$ cat src/rtl/bitwise_oper_pkg.sv
// Shared encodings for the bitwise operator: operation codes and FSM states.
// Pure declarations; no latency or flow-control behaviour.
package bitwise_oper_pkg;

   typedef logic [1:0] op_t;

   localparam op_t OP_AND  = 2'b00;
   localparam op_t OP_OR   = 2'b01;
   localparam op_t OP_XOR  = 2'b10;
   localparam op_t OP_XNOR = 2'b11;

   localparam logic [0:0] S_IDLE = 1'b0;
   localparam logic [0:0] S_ACC  = 1'b1;

endpackage

$ cat src/rtl/bitwise_oper_alu.sv
// Combinational WIDTH-bit bitwise operator (AND/OR/XOR/XNOR).
// Zero latency; no flow control.
module bitwise_oper_alu
   import bitwise_oper_pkg::*;
#(
   parameter int WIDTH = 4
) (
   input  logic [WIDTH-1:0] x,
   input  logic [WIDTH-1:0] y,
   input  op_t              op,
   output logic [WIDTH-1:0] res
);

   always_comb begin
      res = '0;
      case (op)
         OP_AND:  res = x & y;
         OP_OR:   res = x | y;
         OP_XOR:  res = x ^ y;
         OP_XNOR: res = ~(x ^ y);
         default: res = '0;
      endcase
   end

endmodule

$ cat src/rtl/bitwise_oper.sv
// Handshaked bitwise operator with per-beat or packet-fold mode; result registered, one cycle latency.
// in_ready = ~out_valid | out_ready, holds results while stalled; BITWISE_OPER_PARITY_EN adds out_par.
module bitwise_oper
   import bitwise_oper_pkg::*;
#(
   parameter int WIDTH = 4,
   parameter int CNT_W = 8
) (
   input  logic             clk,
   input  logic             rstn,
   input  logic             in_valid,
   output logic             in_ready,
   input  logic [WIDTH-1:0] a,
   input  logic [WIDTH-1:0] b,
   input  logic [1:0]       op,
   input  logic             acc_mode,
   input  logic             in_last,
   output logic             out_valid,
   input  logic             out_ready,
   output logic [WIDTH-1:0] co,
   output logic             out_last,
   output logic [CNT_W-1:0] out_cnt
`ifdef BITWISE_OPER_PARITY_EN
   ,
   output logic             out_par
`endif
);

   localparam logic [CNT_W-1:0] CNT_ONE = CNT_W'(1);

   logic [0:0]       state_q, state_d;
   op_t              op_q, op_d;
   logic [WIDTH-1:0] acc_q, acc_d;
   logic [CNT_W-1:0] cnt_q, cnt_d;
   logic             out_valid_q, out_valid_d;
   logic [WIDTH-1:0] co_q, co_d;
   logic             out_last_q, out_last_d;
   logic [CNT_W-1:0] out_cnt_q, out_cnt_d;

   logic             accept;
   logic             in_acc;
   logic [WIDTH-1:0] alu_x, alu_y, alu_res;
   op_t              alu_op;
   logic [CNT_W-1:0] cnt_inc;

   assign in_ready = ~out_valid_q | out_ready;
   assign accept   = in_valid & in_ready;
   assign in_acc   = (state_q == S_ACC);

   // Inside an open packet the accumulator folds with a under the latched op.
   assign alu_x   = in_acc ? acc_q : a;
   assign alu_y   = in_acc ? a     : b;
   assign alu_op  = in_acc ? op_q  : op_t'(op);
   assign cnt_inc = (&cnt_q) ? cnt_q : cnt_q + CNT_ONE;

   bitwise_oper_alu #(.WIDTH(WIDTH)) u_alu (
      .x   (alu_x),
      .y   (alu_y),
      .op  (alu_op),
      .res (alu_res)
   );

   always_comb begin
      state_d     = state_q;
      op_d        = op_q;
      acc_d       = acc_q;
      cnt_d       = cnt_q;
      out_valid_d = out_valid_q & ~out_ready;
      co_d        = co_q;
      out_last_d  = out_last_q;
      out_cnt_d   = out_cnt_q;
      if (accept) begin
         if (!in_acc) begin
            if (!acc_mode) begin
               out_valid_d = 1'b1;
               co_d        = alu_res;
               out_last_d  = in_last;
               out_cnt_d   = CNT_ONE;
            end else begin
               op_d  = op_t'(op);
               acc_d = alu_res;
               cnt_d = CNT_ONE;
               if (in_last) begin
                  out_valid_d = 1'b1;
                  co_d        = alu_res;
                  out_last_d  = 1'b1;
                  out_cnt_d   = CNT_ONE;
               end else begin
                  state_d = S_ACC;
               end
            end
         end else begin
            acc_d = alu_res;
            cnt_d = cnt_inc;
            if (in_last) begin
               out_valid_d = 1'b1;
               co_d        = alu_res;
               out_last_d  = 1'b1;
               out_cnt_d   = cnt_inc;
               state_d     = S_IDLE;
            end
         end
      end
   end

   always_ff @(posedge clk) begin
      if (!rstn) begin
         state_q     <= S_IDLE;
         op_q        <= OP_AND;
         acc_q       <= '0;
         cnt_q       <= '0;
         out_valid_q <= 1'b0;
         co_q        <= '0;
         out_last_q  <= 1'b0;
         out_cnt_q   <= '0;
      end else begin
         state_q     <= state_d;
         op_q        <= op_d;
         acc_q       <= acc_d;
         cnt_q       <= cnt_d;
         out_valid_q <= out_valid_d;
         co_q        <= co_d;
         out_last_q  <= out_last_d;
         out_cnt_q   <= out_cnt_d;
      end
   end

   assign out_valid = out_valid_q;
   assign co        = co_q;
   assign out_last  = out_last_q;
   assign out_cnt   = out_cnt_q;

`ifdef BITWISE_OPER_PARITY_EN
   logic par_q;

   // co_d equals co_q whenever no new result loads, so parity always tracks co.
   always_ff @(posedge clk) begin
      if (!rstn) par_q <= 1'b0;
      else       par_q <= ^co_d;
   end

   assign out_par = par_q;
`endif

endmodule

$ cat config.mk
export PLATFORM = sky130hd
export DESIGN_NAME = bitwise_oper
export DESIGN_NICKNAME = d
export VERILOG_FILES = /design/src/rtl/bitwise_oper_pkg.sv /design/src/rtl/bitwise_oper_alu.sv /design/src/rtl/bitwise_oper.sv
export SDC_FILE = /design/constraint.sdc
export NUM_CORES = 1
export LEC_CHECK = 0
export ABC_AREA = 1
export BUFFER_PORTS_ARGS = -buffer_cell sky130_fd_sc_hd__clkbuf_2
export CORE_UTILIZATION = 55
export CTS_CLUSTER_SIZE = 28
export DETAILED_ROUTE_END_ITERATION = 12
export PLACE_DENSITY = 0.79
export SKIP_LAST_GASP = 1
export SLEW_MARGIN = 20
export SYNTH_ARGS = -nofsm -noshare
export SYNTH_HDL_FRONTEND = slang
export SYNTH_HIERARCHICAL = 1
export SYNTH_SLANG_ARGS = --single-unit
export TNS_END_PERCENT = 10
$ cat constraint.sdc
create_clock -name clk -period 3.15 [get_ports clk]
set_clock_uncertainty 0.1 [all_clocks]
set_input_delay 0.315 -clock clk [delete_from_list [all_inputs] [get_ports clk]]
set_output_delay 0.315 -clock clk [all_outputs]
set_load 0.05 [all_outputs]
# After elaboration in Yosys (flattened, before gate mapping)
# Index checks and enable logic that the tools add are counted.
# word_totals
rom_bits,0
out_inout_bits,15
memories,0
mem_bits_rw,0
ff_bits,29
latch_bits,0
inputBits,16
# op_classes
mul,0
n_div,0
n_lt_le_gt_ge,0
eq_ne,5
n_reduce_logical,6
bitwise,10
n_mux,26
shifts,0
addsub,1
# op_table
cell,count
8-bit 2-to-1 mux,7
4-bit 2-to-1 mux,7
4-bit case mux with 4 select lines,1
1-bit 2-to-1 mux,10
"8-bit by 1-bit adder with 8-bit output, second input constant",1
8-bit AND reduction,1
3-bit AND reduction,2
4-bit AND,1
"2-bit == test, second input constant",2
4-bit NOT,1
4-bit OR,1
4-bit bitwise XOR,1
1-bit NOT,3
1-bit AND,2
"2-bit by 1-bit == test with 1-bit output, second input constant",1
2-bit zero test,1
2-bit 2-to-1 mux,1
"2-bit by 1-bit inequality test with 1-bit output, second input constant",1
"2-bit inequality test, second input constant",1
2-bit AND reduction,1
2-bit nonzero test,1
1-bit OR,1

# Logic depth before layout (Yosys ltp)
# Gate-level depths: netlist (run 1).
# depth
ltp_word,7
mapped_depth,13

# By module
# Netlist (run 1), hierarchy kept.
# by_module_without_submodules
module,n_inst,area_each_um2,cells_each
bitwise_oper,1,1338.8,192
bitwise_oper_alu,1,271.5,50

# Worst setup path before layout (run 1)
# No wires, ideal clock.
# synth_path
path_kind,reg2reg
start,register out_valid_q (netlist: out_valid)
end,register out_cnt_q[2] (netlist: out_cnt[2])
arrival_time_ps,1857
setup_ps,69
path_slack_ps,1124
path_stages_with_launch,10
t_required_ps,2981
synth_period_minus_slack_ps,2026
cell_sequence,dfxtp_1 > nand2_1 > nand2_1 > inv_2 > o21ai_2 > inv_2 > nor2_4 > buf_6 > nand2_1 > o21ai_1
# synth_between
elab_chain_cells,4
# synth_lines
item,line_no,rtl
start: declaration,bitwise_oper.sv:35,"logic out_valid_q, out_valid_d;"
start signal: assignment,bitwise_oper.sv:121,out_valid_q <= out_valid_d;
1-bit NOT,bitwise_oper.sv:46,assign in_ready = ~out_valid_q | out_ready;
1-bit OR,bitwise_oper.sv:46,
named net in_ready,bitwise_oper.sv:12,"output logic in_ready,"
1-bit AND,bitwise_oper.sv:47,assign accept = in_valid & in_ready;
3-bit AND reduction (no line),-,
end signal: assignment,bitwise_oper.sv:124,out_cnt_q <= out_cnt_d;
end: declaration,bitwise_oper.sv:38,"logic [CNT_W-1:0] out_cnt_q, out_cnt_d;"
# The timed path passes the listed nets, and every way through them passes these cells.
# A chain may end at the register's enable or synchronous reset.

# Final worst setup path (run 1)
# layout_path
start,register state_q (netlist: in_acc)
end,register acc_q[2]
# layout_between
elab_chain_cells,6
word_cells_on_any_way,16
classes_between,eq/ne (3); mux (6); bitwise (4); reduce/logical (3)
# layout_lines
item,line_no,rtl
start: declaration,bitwise_oper.sv:31,"logic [0:0] state_q, state_d;"
start signal: assignment,bitwise_oper.sv:117,state_q <= state_d;
4-bit 2-to-1 mux (*),bitwise_oper.sv:52,assign alu_y = in_acc ? a : b;
named net alu_y[2],bitwise_oper.sv:42,"logic [WIDTH-1:0] alu_x, alu_y, alu_res;"
4-bit bitwise XOR,"bitwise_oper_alu.sv:19, bitwise_oper_alu.sv:20",
4-bit NOT,bitwise_oper_alu.sv:20,OP_XNOR: res = ~(x ^ y);
4-bit case mux with 4 select lines (*),bitwise_oper_alu.sv:16,case (op)
named net alu_res[2],bitwise_oper.sv:42,
4-bit 2-to-1 mux,bitwise_oper.sv:74,if (!acc_mode) begin
4-bit 2-to-1 mux (*),bitwise_oper.sv:73,if (!in_acc) begin
end signal: assignment,bitwise_oper.sv:110,acc_q <= '0;
end signal: assignment,bitwise_oper.sv:119,acc_q <= acc_d;
end: declaration,bitwise_oper.sv:33,"logic [WIDTH-1:0] acc_q, acc_d;"
# The timed path passes the listed nets; every way through them passes the cells marked *. The select of a mux whose other input is x is not followed.

==> results.md, run 1 <==
- Outcome: finished clean
- Commonest cells after routing, fill and taps aside: nand2_1, clkbuf_2, dfxtp_1, inv_1, nand3_1
- Total negative setup slack: 0 ns
- Reg2Reg Setup Slack: 0.93 ns
- Arr. time, crit path: 2.34 ns
- Synth Area in Compound Gates: 14.8%
- Total global-route track usage: 23.0%
- Clk slew on worst S/H paths: 0.09 ns
- Fin nets: 297
- H-tree lvl count: 2
- FILL cells: 272
- Final setup vio count: 0
- Met1 Use GR: 33.1%
- Final period utilization: 70.4%
- Simple-Gate Fraction of Synth Area: 32.6%
- Kind of end point of the critical path: flop
- Avg Cell Area, Syn: 6.65 um2
- Register area: 581 um2
- Port Buffers: 30
- Mux cell area share after synthesis: 0%
- RSZ-0062 raised after global routing: no
- Top Family by Delay on Critical Path: flip-flops
- Rows: 19
- PD cells: 445 mW/mm2
- Hold WS: 0.136 ns
- Starting Density: 58.4%
- IO Pins: 31
- Setup Slack @ Placement: 0.958 ns
- Post-synthesis xor/xnor area fraction: 0%
- Pin count of the biggest net entering global routing: 21
- Post-synthesis sequential area ratio: 36.1%
- Cell leakage power: 0.901 nW
- Post-CTS sizing: 0
- Final hold vios: 0
- Max cap viols: 0
- GRT overflow: 0
- Setup WS post-layout: 0.933 ns
- DRC Markers: 0
- Die height: 56.1 um
- Unique cell type count in the Yosys netlist: 24
- Slew margin rel.: 56.2%
- Synth-to-Final Area Change: 13.0%
- Area of the multi-input gates: 878 um2
- Hold WC Path Type: input pin to flop
- Syn. warnings: 6
- Critical-path maximum fanout: 12
- Vias in the first global route: 1315
- Crit path cell chain: inv_1, o21ai_0, inv_1, ha_1, nand2_1, nand2_1, nand2_1, nand2_1, nand2_1, nor2_1, nor2_1
- RePlAce Congestion: 0.834
- TritonCTS buffer count: 5
- Leading cell type in the layout, fill and taps excluded: nand2_1
- Synth Area in Adders: 6.99%
- CP max stage delay: 0.56 ns
- Clock Latency Late Sink: 0.33 ns
- Crit path top cell by count: nand2_1
- Iteration-0 DRC Markers: 70
- Wirelength, routed: 3280 um
- CP required: 3.28 ns
- FMAX: 0.451 GHz
- WL per Instance: 10.8 um
- M2 GR Usage: 33.5%
- GR Util met3: 4.88%
- Cell Area, Synth: 0.00161 mm2
- Via-per-instance ratio: 5.13
- Crit path time final: 2.22 ns
- # hold bufs at CTS: 0
- Cells after Synth: 242
- Root Buffer: clkbuf_4
- Yosys reg bits: 29
- Worst Max-Slew Pin Slew: 0.657 ns
- Die ar.: 0.00315 mm2
- Clk sinks: 29
- Slowest CP cell: dfxtp_1
- Buffers & Inverters on Critical Path: 2
- First drt pass iteration count: 4
- Setup CP Type: flop to flop
- Slew Limit Fails: 0
- Clk buf depth: 2
- Core area: 0.00276 mm2
- Worst Setup Start Kind: flop
- Initial antenna violation count: 0
- Ant diodes: 0
- ANT nets after route: 0
- Max IR drop VDD: 0.322 mV
- Largest family of logic cells by synthesized area: simple AND/OR/NAND/NOR gates
- DR vias: 1559
- First-pass GRT wire length: 5660 um
- Syn_nets: 267
- Die width: 56.1 um
- Ratio of cells with drive above 1 in the final layout: 19.4%
- Top Usage Layer GRT: met2
- HPWL Detailed: 2510 um
- Post-CTS setup buffers: 0
- CTS tree: built
per-layer routing:
layer / wire [um] / part of all wire, %
met1: 1620 / 49
met2: 1390 / 42
met3: 218 / 6.7
met4: 53 / 1.6
met5: 0 / 0
registers in the layout (all words and copies together) (netlist names):
register   flops
out_cnt        8
cnt_q          8
out_valid      1
acc_q          4
in_acc         1
op_q           2
co             4
out_last       1
cell usage after synthesis (all sizes together):
cell / n / area, um2
a21oi: 11 / 55.1
buf: 5 / 33.8
clkbuf: 3 / 11.3
dfxtp: 29 / 581
ha: 9 / 113
inv: 29 / 109
nand2: 79 / 302
nand3: 20 / 105
nand3b: 1 / 7.51
nor2: 21 / 104
o211ai: 2 / 15.0
o21a: 1 / 7.51
o21ai: 30 / 154
o21bai: 1 / 7.51
or2: 1 / 6.26
power by group:
part           total, W  switching [W]  leakage [nW]  internal (W)
combinational  0.000186       0.000128         0.633     0.0000582
clock          0.000215       0.000131        0.0310     0.0000839
sequential     0.000408      0.0000189         0.237      0.000390
total          0.000810       0.000278         0.901      0.000532
stage by stage:
stage | cells | total power [W] | util, % | area, um2
final | 304 | 0.000810 | 66.0 | 1820
after global routing | 304 | 0.000859 | 66.0 | 1820
after CTS | 304 | 0.000814 | 65.9 | 1820
after detailed placement | 296 | 0.000602 | 63.9 | 1760
after global placement | 296 | 0.000597 | 63.9 | 1760
after floorplan | 242 | 0.000559 | - | 1610
cells by family (layout without fill, tap and decap cells):
| logic type | count (synthesis) | count (layout) |
|---|---|---|
| AND/OR/NAND/NOR | 122 | 122 |
| AO/OA/AOI/OAI | 45 | 45 |
| buffers and inverters | 37 | 68 |
| flip-flops | 29 | 29 |
| adder cells (fa/ha/maj) | 9 | 9 |
worst paths after layout:
check                 startpoint                    end  depth (start not counted)
max reg2reg  in_acc$_SDFFE_PN0P_  acc_q[2]$_SDFFE_PN0P_                         11
min                      in_last  out_last$_SDFFE_PN0P_                          3
max          in_acc$_SDFFE_PN0P_  acc_q[2]$_SDFFE_PN0P_                         11
min reg2reg   co[2]$_SDFFE_PN0P_     co[2]$_SDFFE_PN0P_                          2
worst reg2reg max path: cells and delay by family (launching register included):
kind	cells	cell delay (ns)
flip-flops	1	0.56
AND/OR/NAND/NOR	7	0.45
buffers and inverters	2	0.36
AO/OA/AOI/OAI	1	0.33
adder cells (fa/ha/maj)	1	0.31
area by class of cell:
cell class                 instances  share of cell area, %
clock inverter                     3                  0.963
sequential                        29                   31.9
tap                               31                   2.13
inverter                          29                   5.98
multi-input combinational        176                   48.3
timing repair buffer              31                   8.67
clock buffer                       5                   2.06
No activity file was read; power rests on OpenSTA's default activity.
==> run 2, diff against run 1 <==
--- a/config.mk
+++ b/config.mk
@@ -7,10 +7,10 @@
 export LEC_CHECK = 0
 export ABC_AREA = 1
 export BUFFER_PORTS_ARGS = -buffer_cell sky130_fd_sc_hd__clkbuf_2
-export CORE_UTILIZATION = 55
+export CORE_UTILIZATION = 49
 export CTS_CLUSTER_SIZE = 28
 export DETAILED_ROUTE_END_ITERATION = 12
-export PLACE_DENSITY = 0.79
+export PLACE_DENSITY = 0.75
 export SKIP_LAST_GASP = 1
 export SLEW_MARGIN = 20
 export SYNTH_ARGS = -nofsm -noshare
==> constraint.sdc (replaced) <==
create_clock -name clk -period 1.8 [get_ports clk]
set_clock_uncertainty 0.1 [all_clocks]
set_input_delay 0.18 -clock clk [delete_from_list [all_inputs] [get_ports clk]]
set_output_delay 0.18 -clock clk [all_outputs]
set_load 0.05 [all_outputs]
==> run 2 against run 1 <==
Via count fell by 0.26%. Global-route usage fell by 2.2 points. Setup slack got worse by 0.82 ns. First-iteration DRC count fell by 24%. Clock-buffer cell count rose by 2. Sequential power rose by 75%. Non-clock buffer count rose by 6. Largest power group unchanged.
==> results.md, run 2 (synthesis results as in run 1) <==
- Outcome: finished clean
- FILL cells: 324
- FMAX: 0.592 GHz
- Worst hold path depth: 4
- R2R Path Start: in_acc$_SDFFE_PN0P_
- Clock Latency Late Sink: 0.33 ns
- CP required: 1.96 ns
- Die ar.: 0.00352 mm2
- Die width: 59.3 um
- ANT nets after route: 0
- Cell leakage power: 0.943 nW
- PD cells: 795 mW/mm2
- RR Endpoint: acc_q[0]$_SDFFE_PN0P_
- Max cap viols: 0
- Setup Slack @ Placement: 0.0336 ns
- Max IR drop VDD: 0.341 mV
- Clk buf depth: 2
- Arr. time, crit path: 1.85 ns
- Final period utilization: 93.8%
- Initial antenna violation count: 0
- Dpl cells: 314
- Register area: 583 um2
- Crit path time final: 1.69 ns
- Worst Setup Start Kind: flop
- Final hold vios: 0
- TritonCTS buffer count: 5
- GRT overflow: 0
- Die height: 59.3 um
- Ant diodes: 0
- Reg2Reg Setup Slack: 0.11 ns
- Hold Path Sink: out_valid$_SDFF_PN0_
- First-pass GRT wire length: 5490 um
- Worst Max-Slew Pin Slew: 0.312 ns
- DR vias: 1555
- Leading cell type in the layout, fill and taps excluded: nand2_1
- Synth-to-Final Area Change: 18.4%
- Starting Density: 52.3%
- Setup CP Type: flop to flop
- Slowest CP cell: dfxtp_2
- Commonest cells after routing, fill and taps aside: nand2_1, clkbuf_2, dfxtp_1, inv_1, nand3_1
- Origin of the worst setup path: in_acc$_SDFFE_PN0P_
- Kind of end point of the critical path: flop
- Slew margin rel.: 79.1%
- Ratio of cells with drive above 1 in the final layout: 22.2%
- CTS tree: built
- Final setup vio count: 0
- Hold WS: 0.00668 ns
- Pin count of the biggest net entering global routing: 21
- Slew Limit Fails: 0
- Hold_sp: out_ready
- Vias in the first global route: 1299
- WL per Instance: 10.3 um
- Crit path cell chain: buf_6, o21ai_0, inv_1, ha_1, nand2_1, nand3_1, nand3_1, inv_1, a21oi_1
- Port Buffers: 30
- First drt pass iteration count: 4
- Finished Layout Cells: 323
- Total negative setup slack: 0 ns
- Final core occ: 62.0%
- CP max stage delay: 0.35 ns
- Setup WS post-layout: 0.111 ns
- Rows: 20
- Fin nets: 303
- Core area: 0.00308 mm2
- Hold WC Path Type: input pin to flop
- H-tree lvl count: 2
- Area of the multi-input gates: 881 um2
- HPWL Detailed: 2580 um
- RSZ-0062 raised after global routing: yes
- Wirelength, routed: 3340 um
- Via-per-instance ratio: 4.81
- Iteration-0 DRC Markers: 53
- IO Pins: 31
- Critical-path maximum fanout: 13
- Clk sinks: 29
- Root Buffer: clkbuf_4
- DRC Markers: 0
- Total global-route track usage: 20.8%
- RePlAce Congestion: 0.877
- R2R depth: 9
- Clk slew on worst S/H paths: 0.10 ns
run 2: worst max-delay path by stage:
stage / end / slack, ns / cells after the start
6_report: acc_q[0]$_SDFFE_PN0P_ / 0.11 / 9
3_5_place_dp: acc_q[3]$_SDFFE_PN0P_ / 0.03 / 11
2_1_floorplan: acc_q[3]$_SDFFE_PN0P_ / -0.05 / 13
3_3_place_gp: acc_q[3]$_SDFFE_PN0P_ / 0.10 / 11
5_1_grt: acc_q[3]$_SDFFE_PN0P_ / -0.04 / 12
4_1_cts: acc_q[3]$_SDFFE_PN0P_ / 0.01 / 11
run 2: through the flow:
stage	power, W	cell area (um2)
floorplan	0.000979	1610
global route	0.00160	1910
CTS	0.00153	1900
detailed placement	0.00106	1820
global placement	0.00106	1820
finish	0.00152	1910
run 2: layer usage:
layer  wire (um)  GRT usage, %
met3         228          5.68
met4          48          6.80
met1        1640          28.2
met5           0             0
met2        1420          31.9
run 2: final cells by class:
cell class	instances	share of cell area [%]
inverter	29	5.71
clock inverter	1	0.262
clock buffer	7	3.41
multi-input combinational	176	46.2
timing repair buffer	37	11.0
tap	44	2.89
sequential	29	30.6
run 2: what timing repair did:
item	in CTS	in global routing
setup buffers	0	0
setup endpoints to repair	0	8
hold buffers	1	0
resized for setup	0	10
endpoints found under the hold margin	1	0
run 2: where the power goes:
part / total (W) / leakage, nW / switching (W) / internal [W]
clock network: 0.000460 / 0.0413 / 0.000234 / 0.000226
logic: 0.000343 / 0.663 / 0.000228 / 0.000115
registers: 0.000713 / 0.238 / 0.0000307 / 0.000682
total: 0.00152 / 0.943 / 0.000493 / 0.00102
run 2: critical path: cells and delay by family, from the launching register on:
| family | cells | cell delay (ns) |
|---|---|---|
| fa+ha+maj | 1 | 0.29 |
| simple gates | 3 | 0.22 |
| compound gates | 2 | 0.38 |
| buf+inv | 3 | 0.29 |
| flops | 1 | 0.35 |
==> run 3, diff against run 2 <==
--- a/config.mk
+++ b/config.mk
@@ -7,10 +7,10 @@
 export LEC_CHECK = 0
 export ABC_AREA = 1
 export BUFFER_PORTS_ARGS = -buffer_cell sky130_fd_sc_hd__clkbuf_2
-export CORE_UTILIZATION = 49
+export CORE_UTILIZATION = 55
 export CTS_CLUSTER_SIZE = 28
 export DETAILED_ROUTE_END_ITERATION = 12
-export PLACE_DENSITY = 0.75
+export PLACE_DENSITY = 0.79
 export SKIP_LAST_GASP = 1
 export SLEW_MARGIN = 20
 export SYNTH_ARGS = -nofsm -noshare
==> constraint.sdc (replaced) <==
create_clock -name clk -period 2 [get_ports clk]
set_clock_uncertainty 0.1 [all_clocks]
set_input_delay 0.2 -clock clk [delete_from_list [all_inputs] [get_ports clk]]
set_output_delay 0.2 -clock clk [all_outputs]
set_load 0.05 [all_outputs]
==> run 3 against run 2 <==
Sequential share of layout area is 1.1 points higher. Final cell count fell by 5.3%. Hold slack improved by 0.0044 ns. Via count increased by 0.58%. Combinational power shrank 13%. Final area fell by 3.8%. Register-to-register slack better by 0.08 ns. Critical path type unchanged. Sequential cell count did not move. Highest routed layer unchanged.
==> results.md, run 3 (synthesis results as in run 1) <==
- Outcome: finished clean
- Worst Max-Slew Pin Slew: 0.330 ns
- Fin nets: 299
- Top Family by Delay on Critical Path: simple AND/OR/NAND/NOR gates
- Total negative setup slack: 0 ns
- Wirelength, routed: 3370 um
- Combinational group share of total power: 23.2%
- Internal power: 0.000840 W
- Met2 WL post-DR: 1500 um
- ANT nets after route: 0
- Ratio of cells with drive above 1 in the final layout: 20.0%
- First drt pass iteration count: 4
- Max IR drop VDD: 0.554 mV
- Total global-route track usage: 24.6%
- Critical-path maximum fanout: 20
- Port Buffers: 30
- Die ar.: 0.00315 mm2
- Via-per-instance ratio: 5.11
- Sw frac: 35.0%
- Arr. time, crit path: 1.95 ns
- PD cells: 705 mW/mm2
- Worst hold path depth: 3
- Clock power frac: 27.3%
- GRT overflow: 0
- Clk sinks: 29
- Pin count of the biggest net entering global routing: 21
- Buffers & Inverters on Critical Path: 2
- CTS tree: built
- Commonest cells after routing, fill and taps aside: nand2_1, clkbuf_2, dfxtp_1, inv_1, nand3_1
- CP max stage delay: 0.32 ns
- Switching power: 0.000452 W
- Slowest CP cell: dfxtp_1
- Rows: 19
- HPWL Detailed: 2530 um
- Top layer used by detailed routing: met4
- Final core occ: 66.5%
- Cell area after layout: 0.00183 mm2
- TritonCTS buffer count: 5
- Starting Density: 58.4%
- Die height: 56.1 um
- Final setup vio count: 0
- RSZ-0062 raised after global routing: no
- Synth-to-Final Area Change: 13.9%
- Final period utilization: 90.4%
- Root Buffer: clkbuf_4
- RePlAce Congestion: 0.812
- Worst Setup Start Kind: flop
- Hold WC Path Type: input pin to flop
- IO Pins: 31
- Crit path top cell by count: nand2_1
- Crit path time final: 1.81 ns
- CP required: 2.14 ns
- # hold bufs at CTS: 0
- Cell leakage power: 0.911 nW
- Ant diodes: 0
- R2R depth: 11
- Initial antenna violation count: 0
- DR vias: 1564
- Die width: 56.1 um
- Clock Latency Late Sink: 0.34 ns
- Stages on worst setup path: 11
- DP Area: 0.00178 mm2
- Setup CP Type: flop to flop
- Vias in the first global route: 1405
- Slew Limit Fails: 0
- FILL cells: 261
- DRC Markers: 0
- First-pass GRT wire length: 6040 um
- FMAX: 0.553 GHz
- Iteration-0 DRC Markers: 77
- WL per Instance: 11.0 um
- H-tree lvl count: 2
- M1 WL: 1600 um
- Kind of end point of the critical path: flop
- Max cap viols: 0
- Clk buf depth: 2
- Sequential power share: 49.5%
- Clk slew on worst S/H paths: 0.10 ns
- Core area: 0.00276 mm2
- Slew margin rel.: 77.9%
- Wire length on met3: 207 um
- Final hold vios: 0
- Crit path cell chain: buf_4, o21ai_0, inv_1, ha_1, nand2_1, nand2_1, nand2_1, nand2_1, nand2_1, nor2_1, nor2_1
- Leading cell type in the layout, fill and taps excluded: nand2_1
-- run 3: final cells by class --
type	instances	area [um2]	share of cell area, %
clock inverters	3	17.5	0.955
repair buffers	33	173	9.41
multi-input cells	176	878	47.9
clock buffers	5	37.5	2.05
inverters	29	109	5.93
flip-flops and latches	29	581	31.7
well taps	31	38.8	2.11
-- run 3: path summary, 6_finish.rpt --
| kind | slack, ns | from | endpoint |
|---|---|---|---|
| setup / recovery | 0.19 | in_acc$_SDFFE_PN0P_ | acc_q[3]$_SDFFE_PN0P_ |
| hold / removal | 0.01 | in_last | out_last$_SDFFE_PN0P_ |
| setup reg to reg | 0.19 | in_acc$_SDFFE_PN0P_ | acc_q[3]$_SDFFE_PN0P_ |
| hold reg to reg | 0.35 | co[1]$_SDFFE_PN0P_ | co[1]$_SDFFE_PN0P_ |
-- run 3: metal layers --
metal  up-vias  global-route usage (%)
li1        840                       -
met1       672                    31.6
met2        43                    39.6
met3         9                    6.98
met4         0                    8.36
met5         -                       0
-- run 3: power groups by stage --
stage / Clock [W] / Sequential (W) / Combinational [W]
after floorplan: 0 / 0.000694 / 0.000187
after global placement: 0 / 0.000652 / 0.000291
after detailed placement: 0 / 0.000653 / 0.000298
after CTS: 0.000355 / 0.000640 / 0.000299
after global routing: 0.000386 / 0.000645 / 0.000341
final: 0.000352 / 0.000640 / 0.000300
-- run 3: worst min-delay path, cell delays in order --
cell and delay (ns):
clkbuf_2 0.09, nand2_1 0.06, a21oi_1 0.05
-- run 3: stage by stage --
step	power [W]	setup WS (ns)	hold slack, ns	instances
2_1_floorplan	0.000881	0.147	0.238	242
3_3_place_gp	0.000943	0.247	0.329	298
5_1_grt	0.00137	0.0333	0.0311	306
3_5_place_dp	0.000950	0.206	0.335	298
6_report	0.00129	0.192	0.0111	306
4_1_cts	0.00129	0.187	0.0212	306
-- run 3: repair_timing --
action,CTS,global route
gates resized for setup,0,1
endpoints found under the setup margin,0,2
setup buffers,0,0
